$ cat src/rtl/inst_sram_like_axi_rd.sv
// inst_sram_like_axi_rd: sram-like instruction fetch responder issuing single-beat AXI reads
module inst_sram_like_axi_rd #(
  parameter int MAX_OUTSTANDING = 4,
  parameter int ARID_VAL = 0,
  parameter int CNT_W = 3
) (
  input  logic        clk,
  input  logic        reset,
  input  logic        inst_sram_req,
  input  logic [31:0] inst_sram_addr,
  output logic        inst_sram_addr_ok,
  output logic [31:0] inst_sram_rdata,
  output logic        inst_sram_data_ok,
  output logic [3:0]  arid,
  output logic [31:0] araddr,
  output logic [7:0]  arlen,
  output logic [2:0]  arsize,
  output logic [1:0]  arburst,
  output logic [1:0]  arlock,
  output logic [3:0]  arcache,
  output logic [2:0]  arprot,
  output logic        arvalid,
  input  logic        arready,
  input  logic [3:0]  rid,
  input  logic [31:0] rdata,
  input  logic [1:0]  rresp,
  input  logic        rlast,
  input  logic        rvalid,
  output logic        rready,
  output logic        rd_err
);
  logic [CNT_W-1:0] cnt;
  logic r_hs, ar_hs, r_take;
  logic unused;
  assign unused = ^{rid, rlast};
  assign r_hs = rvalid && rready;
  assign ar_hs = arvalid && arready;
  assign r_take = r_hs && (cnt != '0);
  assign inst_sram_addr_ok = inst_sram_req && (!arvalid || arready) &&
                             ((cnt < CNT_W'(MAX_OUTSTANDING)) || r_hs);
  assign arid = 4'(ARID_VAL);
  assign arlen = 8'd0;
  assign arsize = 3'b010;
  assign arburst = 2'b01;
  assign arlock = 2'b00;
  assign arcache = 4'd0;
  assign arprot = 3'd0;
  // AR slot: a new accept reloads it even while the previous address handshakes
  always_ff @(posedge clk or posedge reset)
    if (reset) begin
      arvalid <= 1'b0;
      araddr <= '0;
    end else if (inst_sram_addr_ok) begin
      arvalid <= 1'b1;
      araddr <= {inst_sram_addr[31:2], 2'b00};
    end else if (ar_hs) arvalid <= 1'b0;
  // outstanding requests: accepted but not yet answered; stray beats at zero are ignored
  always_ff @(posedge clk or posedge reset)
    if (reset) cnt <= '0;
    else cnt <= cnt + CNT_W'(inst_sram_addr_ok) - CNT_W'(r_take);
  // return path: one data_ok pulse per answered request, rdata held afterwards
  always_ff @(posedge clk or posedge reset)
    if (reset) begin
      inst_sram_data_ok <= 1'b0;
      inst_sram_rdata <= '0;
    end else begin
      inst_sram_data_ok <= r_take;
      if (r_take) inst_sram_rdata <= rdata;
    end
  // sticky error flag and rready, which rises once reset is released
  always_ff @(posedge clk or posedge reset)
    if (reset) begin
      rd_err <= 1'b0;
      rready <= 1'b0;
    end else begin
      rready <= 1'b1;
      if (r_hs && rresp != 2'b00) rd_err <= 1'b1;
    end
endmodule

$ cat config.mk
export PLATFORM = sky130hd
export DESIGN_NAME = inst_sram_like_axi_rd
export DESIGN_NICKNAME = d
export VERILOG_FILES = /design/src/rtl/inst_sram_like_axi_rd.sv
export SDC_FILE = /design/constraint.sdc
export NUM_CORES = 1
export LEC_CHECK = 0
export CAP_MARGIN = 40
export CELL_PAD_IN_SITES_DETAIL_PLACEMENT = 1
export CELL_PAD_IN_SITES_GLOBAL_PLACEMENT = 2
export CORE_MARGIN = 1.5
export CORE_UTILIZATION = 21
export CTS_CLUSTER_DIAMETER = 200
export DETAILED_ROUTE_END_ITERATION = 12
export MAX_ROUTING_LAYER = met4
export PLACE_DENSITY_LB_ADDON = 0.1
export SKIP_CTS_REPAIR_TIMING = 1
export SKIP_LAST_GASP = 1
export SYNTH_ARGS = -nofsm -noshare
export SYNTH_HDL_FRONTEND = slang
export SYNTH_SLANG_ARGS = --single-unit
$ cat constraint.sdc
create_clock -name clk -period 2.2 [get_ports clk]
set_input_delay 0.22 -clock clk [delete_from_list [all_inputs] [get_ports clk]]
set_output_delay 0.22 -clock clk [all_outputs]
set_load 0.01 [all_outputs]
==> results.cfg <==
[critical_path]
cp.arrival_ns = 2.25
crit_top_cell = ha_4
r2r.worst_path.cells = 8
r2r_start = cnt[1]
ff2ff_setup_slack_ns = 0.16
worst_r2r_endpoint = cnt[2]
path_buf_inv = 2
path_cells = o311ai_4 > inv_4 > ha_4 > inv_2 > ha_4 > fa_2 > xor2_1 > xnor2_1
end_kind = flop
critPathRequiredTime_ns = 2.41
cpPeakStageDelay_ns = 0.43
cp_slowest_cell = dfrtp_1
critPathLaunchType = flop
path_class = reg2reg
crit_family = adder cells
crit_fanout = 3

[worst_hold_path]
hp-class = in2async

[final_layout]
area_growth_pct = 62.58
antenna_cells = 0
final_cell_mix = clkdlybuf4s50_1 (135), dfrtp_1 (69), mux2_2 (58), conb_1 (29), clkbuf_16 (9)
finish.utilization_pct = 35.08
layout.nets = 408
layout_commonest_cell = clkdlybuf4s50_1
num-fill-cells = 1426
finalInstanceArea_sq_um = 4664
drive_gt1_share_pct = 25.75

[die]
fp.dieArea_sq_um = 14370
ios = 171
num_rows = 42
dieWidth_um = 119.9
initial_utilization_pct = 21.58
coreArea_sq_um = 13300
dieHeight_um = 119.9

[timing]
final_hold_viol_count = 0
fin_ws_ns = 0.1570
skew_ns = 0.006814
drv_slew = 0
max_freq_mhz = 489.5
period_share_pct = 92.86
setup_viol = 0
layout_min_cycle_time_ns = 2.043
rsz0062_at_grt = no

[pwr]
p_sw_share_pct = 27.44
ir_drop_v = 0.0004119
power.internal_uw = 4298
total_power_uw = 5923
switchingPower_uw = 1625
clkPwrFrac_pct = 26.7
pwr-share-seq_pct = 35.0
p_per_area_nw_per_um2 = 1270
p_leak_uw = 0.001956
p_comb_share_pct = 38.3

[drt]
num_vias = 1903
met3_length_um = 408
antenna_left = 0
viasPerCell = 3.731
dr.pass1.iters = 4
routed.top_layer = met4
wl_met1_mm = 2.851
route.detailed.drc = 0
wl_met2_mm = 3.545
wl_per_cell_um = 13.65
drt-total-wl_mm = 6.962
drt_iter0_drc = 20

[place]
placed_cell_area_sq_um = 4338
port_buffers = 135
hpwl_mm = 4.986
gp_congestion = 0.6494
place_ws_ns = 0.08267

[synthesis]
postSynthAreaPerCell_sq_um = 15.42
ys_warn_count = 0
synth_cells = 186
yosysTopAreaCell = dfrtp_1
yosys-top-cells-area = dfrtp_1 (60%), mux2_2 (23%), buf_4 (7.3%)
ys_seq_elements = 69
synth_cell_types = 17
syn_area_sq_um = 2869
yosysSeqAreaShare_pct = 60.18
synth.top_cell.area_share_pct = 60.18

[clocking]
cts_made_buffers = 9
path_clk_slew_ns = 0.06
cts_sinks = 69
htree_levels = 3
clock_latency_ns = 0.33
cts_tree = built
cts_root_buffer = clkbuf_16
clockBufferDepth = 2

[global_routing]
grt_max_degree = 37
grt-ovfl-total = 0
grt_pass1_wl_mm = 10.92
grt_pass1_vias = 2075
antenna_found_initial = 0
track_usage_pct = 10.54

[run_status]
status = finished, final reports clean

[run]
max-cap-violations = 0
## metal layers
layer,vias up,global-route usage [%]
li1,861,-
met1,942,11.76
met2,89,17.35
met3,11,2.614
met4,0,5.804
met5,-,-
## per-stage QoR
step | hold WS [ns] | instances | setup TNS (ns)
after global placement | 0.4501 | 494 | 0
after global routing | 0.1711 | 510 | 0
after detailed placement | 0.4560 | 494 | 0
after floorplan | 0.3517 | 213 | -0.02748
after CTS | 0.1490 | 510 | 0
final | 0.1508 | 510 | 0
## worst register-to-register path, delay by kind of cell, from the launching register on
kind | cells | cell delay [ns]
AOI/OAI and AO/OA | 1 | 0.36
xor gates and xnor gates | 2 | 0.28
adders and majority gates | 3 | 0.76
buffers and inverters | 2 | 0.11
DFF | 1 | 0.43
## cell type report
type                            instances  area (sq um)  area share [%]
Clock buffer                           12         256.5           5.499
Clock inverter                          4         70.07           1.502
Inverter                                7         30.03          0.6438
Multi-Input combinational cell        103         967.2           20.74
Sequential cell                        69          1727           37.02
Tap cell                              176         220.2           4.721
Timing Repair Buffer                  139          1394           29.88
## logic make-up after synthesis
group / share of synthesized area, %
AO/OA/AOI/OAI: 1.527
XOR/XNOR: 0.6107
adder cells (fa/ha/maj): 1.570
buffers and inverters: 10.60
flip-flops: 60.18
multiplexers: 24.33
other: 0.2618
AND/OR/NAND/NOR: 0.9156
## worst max path at each step
stage | from | to | slack, ns | cells past startpoint
finish | cnt[1] | cnt[2] | 0.16 | 8
floorplan | cnt[1] | cnt[2] | -0.03 | 9
global placement | rvalid | cnt[2] | 0.11 | 9
CTS | cnt[1] | cnt[2] | 0.12 | 8
global route | cnt[1] | cnt[2] | 0.03 | 8
detailed placement | rvalid | cnt[2] | 0.08 | 9
## power by group through the flow
| stage | sequential (uW) | combinational (uW) | clock, uW |
|---|---|---|---|
| finish | 2070 | 2270 | 1580 |
| detailed placement | 2100 | 2310 | 0 |
| CTS | 2080 | 2330 | 1650 |
| global route | 2160 | 2440 | 1690 |
| floorplan | 2330 | 812 | 0 |
| global placement | 2070 | 2290 | 0 |
## cell usage after synthesis
cell       n
dfrtp_1   69
nand2b_1   2
a21bo_2    1
xor2_1     1
conb_1     2
fa_1       1
nand3_2    1
buf_6      6
xnor2_1    1
o211ai_1   1
mux2_1     4
o311ai_4   1
mux2_2    58
inv_1      7
buf_4     28
nand2_1    1
ha_1       2
## sequential cells by signal (all words and copies together), names as in the netlist
signal	cells
araddr	30
inst_sram_rdata	32
inst_sram_data_ok	1
rready	1
cnt	3
rd_err	1
arvalid	1
Power figures use the tool's default switching activity.
